`src/rtl/alien_pkg.sv`:
```
// Shared types, widths and sprite artwork for the alien unit.
package alien_pkg;

    typedef enum logic [1:0] {
        ALIVE     = 2'd0,
        EXPLODING = 2'd1,
        DEAD      = 2'd2
    } alien_state_t;

    localparam int POS_W = 16;

    // Built-in artwork: up to 16x16 texels, column 0 is the MSB of a row.
    // kind 0/1 are the two walk frames, kind 2 is the explosion burst.
    function automatic logic [15:0] sprite_row(input logic [1:0] kind, input logic [3:0] row);
        logic [15:0] r;
        r = '0;
        if (kind == 2'd2) begin
            case (row)
                4'd1:    r = 16'b0001000100010000;
                4'd3:    r = 16'b0100100100100100;
                4'd5:    r = 16'b1001001001001001;
                4'd7:    r = 16'b0010010010010010;
                4'd9:    r = 16'b1000100010001000;
                4'd11:   r = 16'b0001000100010000;
                default: r = '0;
            endcase
        end else begin
            case (row)
                4'd0:    r = 16'b0000011111100000;
                4'd1:    r = 16'b0001111111111000;
                4'd2:    r = 16'b0011111111111100;
                4'd3:    r = 16'b0111001111001110;
                4'd4:    r = 16'b0111001111001110;
                4'd5:    r = kind[0] ? 16'b0100111111110010 : 16'b0111111111111110;
                4'd6:    r = 16'b0001111001111000;
                4'd7:    r = kind[0] ? 16'b0110011001100110 : 16'b0011100000011100;
                4'd8:    r = kind[0] ? 16'b0001100000011000 : 16'b0110000000000110;
                default: r = '0;
            endcase
        end
        return r;
    endfunction

endpackage

```
`src/rtl/alien_sprite_rom.sv`:
```
// Combinational sprite ROM: NUM_FRAMES walk frames plus one explosion frame
// (frame index NUM_FRAMES), addressed by frame, texel row and texel column.
module alien_sprite_rom
    import alien_pkg::*;
#(
    parameter int NUM_FRAMES = 2,
    parameter int SPR_W      = 16,
    parameter int SPR_H      = 16,
    parameter int AW         = 2,
    parameter int RW         = 4,
    parameter int CLW        = 4
) (
    input  logic [AW-1:0]  frame_i,
    input  logic [RW-1:0]  row_i,
    input  logic [CLW-1:0] col_i,
    output logic           bit_o
);

    logic [31:0] frame_ext;
    logic [31:0] row_ext;
    logic [31:0] col_ext;
    logic [1:0]  kind;
    logic [15:0] row_bits;

    assign frame_ext = 32'(frame_i);
    assign row_ext   = 32'(row_i);
    assign col_ext   = 32'(col_i);

    // Frames past the walk cycle select the explosion art; texels beyond the
    // 16x16 artwork read as transparent.
    always_comb begin
        kind     = (frame_ext >= 32'(NUM_FRAMES)) ? 2'd2 : {1'b0, frame_i[0]};
        row_bits = '0;
        bit_o    = 1'b0;
        if (row_ext < 32'd16 && row_ext < 32'(SPR_H)) begin
            row_bits = sprite_row(kind, row_ext[3:0]);
        end
        if (col_ext < 32'd16 && col_ext < 32'(SPR_W)) begin
            bit_o = row_bits[4'(32'd15 - col_ext)];
        end
    end

endmodule

```
`src/rtl/alien_unit.sv`:
```
// One formation alien: step-timed motion, descend, alive/exploding/dead FSM,
// fire-request handshake with cooldown and a registered sprite pixel.
//
// Handshake: fire_req is a level request held until the cycle in which
// fire_req & fire_ack are both high; that cycle completes the transfer, the
// request drops on the next cycle and the cooldown restarts. fire_ack seen
// while fire_req is low has no effect.
module alien_unit
    import alien_pkg::*;
#(
    parameter int INIT_X         = 0,
    parameter int INIT_Y         = 0,
    parameter int MIN_X          = 0,
    parameter int MAX_X          = 640,
    parameter int SPR_W          = 16,
    parameter int SPR_H          = 16,
    parameter int SCALE_LOG2     = 2,
    parameter int NUM_FRAMES     = 2,
    parameter int DROP_DY        = 16,
    parameter int EXPLODE_CYCLES = 8,
    parameter int FIRE_COOLDOWN  = 4096
) (
    input  logic             clk,
    input  logic             rst_n,
    input  logic [POS_W-1:0] step_period,
    input  logic [POS_W-1:0] step_dx,
    input  logic             dir_right,
    input  logic             descend,
    input  logic             hit,
    input  logic             armed,
    input  logic             fire_ack,
    input  logic [POS_W-1:0] scan_x,
    input  logic [POS_W-1:0] scan_y,
    output logic             pixel,
    output logic             edge_hit,
    output logic             fire_req,
    output logic [POS_W-1:0] shot_x,
    output logic [POS_W-1:0] shot_y,
    output logic             alive,
    output logic [POS_W-1:0] pos_x,
    output logic [POS_W-1:0] pos_y,
    output alien_state_t     dbg_state_o,
    output logic [7:0]       dbg_frame_o
);

    localparam int SPR_PIX_W = SPR_W << SCALE_LOG2;
    localparam int SPR_PIX_H = SPR_H << SCALE_LOG2;
    localparam logic [POS_W-1:0] X_LO = POS_W'(MIN_X);
    localparam logic [POS_W-1:0] X_HI = POS_W'(MAX_X - SPR_PIX_W);
    localparam int FW  = (NUM_FRAMES > 1) ? $clog2(NUM_FRAMES) : 1;
    localparam int AW  = $clog2(NUM_FRAMES + 1);
    localparam int EW  = (EXPLODE_CYCLES > 1) ? $clog2(EXPLODE_CYCLES + 1) : 1;
    localparam int CW  = $clog2(FIRE_COOLDOWN + 1);
    localparam int RW  = (SPR_H > 1) ? $clog2(SPR_H) : 1;
    localparam int CLW = (SPR_W > 1) ? $clog2(SPR_W) : 1;

    alien_state_t     state_q;
    logic [EW-1:0]    expl_cnt_q;
    logic             fire_req_q;
    logic [CW-1:0]    cooldown_q;

    logic [POS_W-1:0] step_cnt_q, step_cnt_d;
    logic [POS_W-1:0] pos_x_q, pos_x_d;
    logic [POS_W-1:0] pos_y_q, pos_y_d;
    logic [FW-1:0]    frame_q, frame_d;
    logic             edge_hit_q, edge_hit_d;
    logic             pixel_q, pixel_d;

    logic             tick;
    logic             is_alive;
    logic [POS_W:0]   sum_r;
    logic [POS_W:0]   diff_l;
    logic [POS_W-1:0] right_x;
    logic [POS_W-1:0] left_x;
    logic [POS_W-1:0] new_x;

    logic [POS_W-1:0] off_x, off_y;
    logic [POS_W-1:0] rel_x, rel_y;
    logic             in_box;
    logic [AW-1:0]    rom_frame;
    logic             rom_bit;

    assign is_alive = (state_q == ALIVE);

    // Step timer: free-running in every state, ticks once it reaches step_period.
    // Using >= keeps a lowered step_period from waiting for a 16-bit wrap.
    always_comb begin
        tick       = (step_cnt_q >= step_period);
        step_cnt_d = tick ? '0 : step_cnt_q + POS_W'(1);
    end

    // Horizontal/vertical motion and animation frame, only while alive.
    always_comb begin
        sum_r      = {1'b0, pos_x_q} + {1'b0, step_dx};
        diff_l     = {1'b0, pos_x_q} - {1'b0, step_dx};
        right_x    = (sum_r >= {1'b0, X_HI}) ? X_HI : sum_r[POS_W-1:0];
        left_x     = (diff_l[POS_W] || (diff_l[POS_W-1:0] <= X_LO)) ? X_LO : diff_l[POS_W-1:0];
        new_x      = dir_right ? right_x : left_x;
        pos_x_d    = pos_x_q;
        pos_y_d    = pos_y_q;
        frame_d    = frame_q;
        edge_hit_d = 1'b0;
        if (is_alive && tick) begin
            pos_x_d    = new_x;
            frame_d    = (frame_q == FW'(NUM_FRAMES - 1)) ? '0 : frame_q + FW'(1);
            edge_hit_d = (new_x == X_LO) || (new_x == X_HI);
        end
        if (is_alive && descend) begin
            pos_y_d = pos_y_q + POS_W'(DROP_DY);
        end
    end

    // Sprite lookup: beam offset scaled down to texels; a negative offset
    // wraps to a large value and is rejected by the scan>=pos test.
    always_comb begin
        off_x     = scan_x - pos_x_q;
        off_y     = scan_y - pos_y_q;
        rel_x     = off_x >> SCALE_LOG2;
        rel_y     = off_y >> SCALE_LOG2;
        in_box    = (scan_x >= pos_x_q) && (scan_y >= pos_y_q) &&
                    (rel_x < POS_W'(SPR_W)) && (rel_y < POS_W'(SPR_H));
        rom_frame = (state_q == EXPLODING) ? AW'(NUM_FRAMES) : AW'(frame_q);
        pixel_d   = in_box && (state_q != DEAD) && rom_bit;
    end

    alien_sprite_rom #(
        .NUM_FRAMES (NUM_FRAMES),
        .SPR_W      (SPR_W),
        .SPR_H      (SPR_H),
        .AW         (AW),
        .RW         (RW),
        .CLW        (CLW)
    ) u_rom (
        .frame_i (rom_frame),
        .row_i   (rel_y[RW-1:0]),
        .col_i   (rel_x[CLW-1:0]),
        .bit_o   (rom_bit)
    );

    // Datapath registers: timer, position, frame, edge pulse and pixel.
    always_ff @(posedge clk or negedge rst_n) begin
        if (!rst_n) begin
            step_cnt_q <= '0;
            pos_x_q    <= POS_W'(INIT_X);
            pos_y_q    <= POS_W'(INIT_Y);
            frame_q    <= '0;
            edge_hit_q <= 1'b0;
            pixel_q    <= 1'b0;
        end else begin
            step_cnt_q <= step_cnt_d;
            pos_x_q    <= pos_x_d;
            pos_y_q    <= pos_y_d;
            frame_q    <= frame_d;
            edge_hit_q <= edge_hit_d;
            pixel_q    <= pixel_d;
        end
    end

    // Life-cycle FSM with the fire request and its cooldown.
    always_ff @(posedge clk or negedge rst_n) begin
        if (!rst_n) begin
            state_q    <= ALIVE;
            expl_cnt_q <= '0;
            fire_req_q <= 1'b0;
            cooldown_q <= '0;
        end else begin
            if (cooldown_q != '0) begin
                cooldown_q <= cooldown_q - CW'(1);
            end
            case (state_q)
                ALIVE: begin
                    if (hit) begin
                        state_q    <= EXPLODING;
                        expl_cnt_q <= '0;
                        fire_req_q <= 1'b0;
                    end else if (fire_req_q && fire_ack) begin
                        fire_req_q <= 1'b0;
                        cooldown_q <= CW'(FIRE_COOLDOWN);
                    end else if (!fire_req_q && armed && (cooldown_q == '0)) begin
                        fire_req_q <= 1'b1;
                    end
                end
                EXPLODING: begin
                    fire_req_q <= 1'b0;
                    if (tick) begin
                        if ((32'(expl_cnt_q) + 32'd1) >= 32'(EXPLODE_CYCLES)) begin
                            state_q <= DEAD;
                        end else begin
                            expl_cnt_q <= expl_cnt_q + EW'(1);
                        end
                    end
                end
                DEAD: begin
                    fire_req_q <= 1'b0;
                end
                default: begin
                    state_q    <= DEAD;
                    fire_req_q <= 1'b0;
                end
            endcase
        end
    end

    assign pixel       = pixel_q;
    assign edge_hit    = edge_hit_q;
    assign fire_req    = fire_req_q;
    assign alive       = is_alive;
    assign pos_x       = pos_x_q;
    assign pos_y       = pos_y_q;
    assign shot_x      = pos_x_q + POS_W'(SPR_PIX_W / 2);
    assign shot_y      = pos_y_q + POS_W'(SPR_PIX_H);
    assign dbg_state_o = state_q;
    assign dbg_frame_o = 8'(frame_q);

endmodule

```
`config.mk`:
```
export PLATFORM = sky130hd
export DESIGN_NAME = alien_unit
export DESIGN_NICKNAME = d
export VERILOG_FILES = /design/src/rtl/alien_pkg.sv /design/src/rtl/alien_sprite_rom.sv /design/src/rtl/alien_unit.sv
export SDC_FILE = /design/constraint.sdc
export NUM_CORES = 1
export LEC_CHECK = 0
export ABC_AREA = 1
export CORE_UTILIZATION = 50
export CTS_CLUSTER_DIAMETER = 150
export CTS_CLUSTER_SIZE = 40
export DETAILED_ROUTE_END_ITERATION = 10
export DONT_BUFFER_PORTS = 1
export MAX_ROUTING_LAYER = met4
export PLACE_DENSITY = 0.61
export SYNTH_ARGS = -nofsm -noshare
export SYNTH_HDL_FRONTEND = slang
export SYNTH_SLANG_ARGS = --single-unit
```
`constraint.sdc`:
```
create_clock -name clk -period 2.7 [get_ports clk]
set_input_delay 0.54 -clock clk [delete_from_list [all_inputs] [get_ports clk]]
set_output_delay 0.54 -clock clk [all_outputs]
set_load 0.01 [all_outputs]
```
==> impl_metrics.tcl <==
set metrics [dict create \
    status "finished clean" \
    reg2reg_from "pos_x[0]" \
    gp_congestion 0.927 \
    tightest_slew_ns 0.507 \
    grt_max_degree 68 \
    synth-seq-cells 67 \
    tns_ns 0 \
    ys_types 49 \
    yosysSeqAreaShare_pct 20.2 \
    path_cells "inv_2 -> ha_4 -> inv_2 -> fa_2 -> xor2_1 -> nor3_1 -> nand3_1 -> nor2_1 -> nand3_1 -> nor2_4 -> nand2_4 -> nand3_1 -> nand3_1 -> nor2_1 -> nand3_1 -> nor2_1" \
    dieWidth_um 131 \
    die_y_um 131 \
    report.final.hold_viol_count 0 \
    hpwlAfterDp_mm 18.2 \
    numClockSinks 67 \
    setup_ws_ns 0.0590 \
    drcViolationCount 0 \
    die_area_mm2 0.0171 \
    synth.avg_cell_area_um2 6.30 \
    start_kind "register" \
    synth_edf_count 0 \
    stdcell_count 1647 \
    vias_per_cell 5.02 \
    power_mw 11.2 \
    ios 149 \
    area_growth_pct 20.3 \
    final_layout_size_suffix_gt1_share_pct 19.3 \
    syn-instance-count 1318 \
    fin_crit_sh_pct 97.8 \
    p_per_area_mw_per_mm2 1120 \
    yosysWarnings 0 \
    fillers 1589 \
    final.min_clock_period_ns 2.64 \
    start_util_pct 51.7 \
    slew_headroom_pct 66.1 \
    drv_slew 0 \
    path_class "reg -> reg" \
    netlist_area_mm2 0.00831 \
    rsz0062_at_grt "yes" \
    cpMostUsedCell "nand3_1" \
    setup_viol 0 \
    crit_start "pos_x[0]" \
    path_clk_slew_ns 0.06 \
    drv_cap 0 \
    final_area_mm2 0.0100 \
    drt_iter0_drc 375 \
    whs_ns 0.0791 \
    final_nets 1583 \
    slowest_delay_ns 0.42 \
    core_mm2 0.0161 \
    synth_area_leaders "dfrtp_1 20%, nand2_1 15%, ha_1 12%" \
    drt-total-wl_mm 22.5 \
    synth_flop_cell "dfrtp_1" \
    max-vdd-ir-drop_mv 0.533 \
    cts_buffer_depth 2 \
    cts-buffers-inserted 9 \
    overflow 0 \
    path_buf_inv 2 \
    grt_pass1_wl_mm 35.4 \
    critPathMaxFanout 6 \
    cp-end-kind "register" \
    htree_levels 3 \
    min_path_type "in -> async" \
    drt_pass1_iterations 5 \
    grt_pass1_vias 7640 \
    final_core_util_pct 62.3 \
    yosys.area.top_type_share_pct 20.2 \
    yosysTopAreaCell "dfrtp_1" \
    ctsRootBufferMaster "clkbuf_16" \
    critical_path_arrival_ns 2.92 \
    crit_slowest_cell "fa_2" \
    ff2ff_setup_slack_ns 0.06 \
    port_buffers 0 \
    postRouteAntennaNets 0 \
    p_leak_nw 5.53 \
    finClkSkew_ns 0.00830 \
    num_rows 46 \
    async_flop_share_pct 100 \
    grt_usage_pct 27.3 \
    antenna_found_initial 0 \
    placed_cells 1623 \
    cts_tree "done" \
    clock_latency_ns 0.35 \
    place_ws_ns -0.251 \
    fmax_ghz 0.379 \
    num_antenna_cells 0 \
    worstPathRequired_ns 2.98 \
    post_dp_cell_area_mm2 0.00925 \
    cp_top_family "simple AND/OR/NAND/NOR gates" \
    vias 8266 \
    wl_per_cell_um 13.7 \
]
[layout make-up]
cell class	count	area (µm²)	area share, %
clock inverter	7	98.8	0.988
timing repair buffer	125	1010	10.1
inverter	240	901	9.01
clock buffer	9	225	2.25
multi-input combinational	983	5820	58.2
sequential	67	1680	16.8
tap	216	270	2.70
[repair_timing]
item,in CTS,in global routing
buffers inserted,0,5
cloned,0,2
hold buffers,1,0
hold endpoints to repair,67,0
setup endpoints to repair,5,17
pin swaps,2,29
resized for setup,10,82
[flip-flops by register name (all words and copies together), names as in the netlist]
| signal | flops |
|---|---|
| expl_cnt_q | 4 |
| cooldown_q | 13 |
| edge_hit | 1 |
| pixel | 1 |
| pos_x | 16 |
| frame_q | 1 |
| fire_req | 1 |
| pos_y | 12 |
| dbg_state_o | 2 |
| step_cnt_q | 16 |
[synth_stat cells (all sizes together), types with 2 or more instances]
master and count:
nand2 363, inv 239, nor2 145, nand3 102, ha 83, a21oi 74
dfrtp 67, o21ai 49, xor2 44, buf 37, nand4 30, nor3 18
xnor2 8, clkbuf 7, nand3b 7, o21bai 7, a31oi 5, a21boi 4
or2 4, and2 3, fa 3, nor4 3, a211oi 2, a21o 2
a22oi 2, nor3b 2, o211ai 2, o21a 2
[metal layers]
layer,global-route usage (%),up-vias,wire [µm]
met3,4.89,18,1020
met5,-,-,0
met1,33.5,3762,10300
met2,47.0,157,11000
met4,5.41,0,230
li1,-,4329,-
[final timing paths]
kind / depth (start not counted) / endpoint
setup / recovery: 16 / edge_hit
hold / removal: 1 / step_cnt_q[6]
setup reg to reg: 16 / edge_hit
hold reg to reg: 1 / step_cnt_q[0]
max in group asynchronous: 1 / pos_x[5]
min in group clk: 2 / dbg_state_o[0]
[placed cells by master (no fill, tap or decap), types with 4 or more instances in the layout]
| cell type | netlist | routed |
|---|---|---|
| nand2_1 | 339 | 327 |
| inv_1 | 226 | 223 |
| nor2_1 | 136 | 125 |
| buf_4 | 30 | 118 |
| nand3_1 | 93 | 86 |
| ha_1 | 83 | 71 |
| a21oi_1 | 70 | 65 |
| dfrtp_1 | 67 | 64 |
| xor2_1 | 43 | 41 |
| o21ai_0 | 48 | 41 |
| nand2_2 | 23 | 33 |
| nand4_1 | 30 | 30 |
| inv_2 | 13 | 16 |
| nand3_2 | 9 | 15 |
| nor2_2 | 7 | 15 |
| conb_1 | 1 | 15 |
| nor3_1 | 16 | 12 |
| clkbuf_16 | 0 | 9 |
| xnor2_1 | 8 | 8 |
| ha_4 | 0 | 8 |
| a21oi_2 | 2 | 7 |
| o21ai_1 | 1 | 7 |
| nand3b_1 | 6 | 6 |
| nor2_4 | 2 | 6 |
| a31oi_1 | 5 | 5 |
| o21bai_1 | 5 | 5 |
| nor3_2 | 2 | 4 |
| or2_2 | 4 | 4 |
| nand2_4 | 1 | 4 |
| ha_2 | 0 | 4 |
[kinds of logic after synthesis]
logic type | after synthesis | share of synthesized area, %
and+or+nand+nor | 677 | 36.1
buffers and inverters | 284 | 14.6
AOI/OAI and AO/OA | 151 | 10.3
adders and majority gates | 86 | 13.2
DFF | 67 | 20.2
xor gates and xnor gates | 52 | 5.57
other | 1 | 0.0451
[where the power goes]
| part | internal, mW | switching, mW |
|---|---|---|
| Sequential | 1.32 | 0.362 |
| Combinational | 3.45 | 4.81 |
| Clock | 0.815 | 0.489 |
No activity file was read; power rests on OpenSTA's default activity.
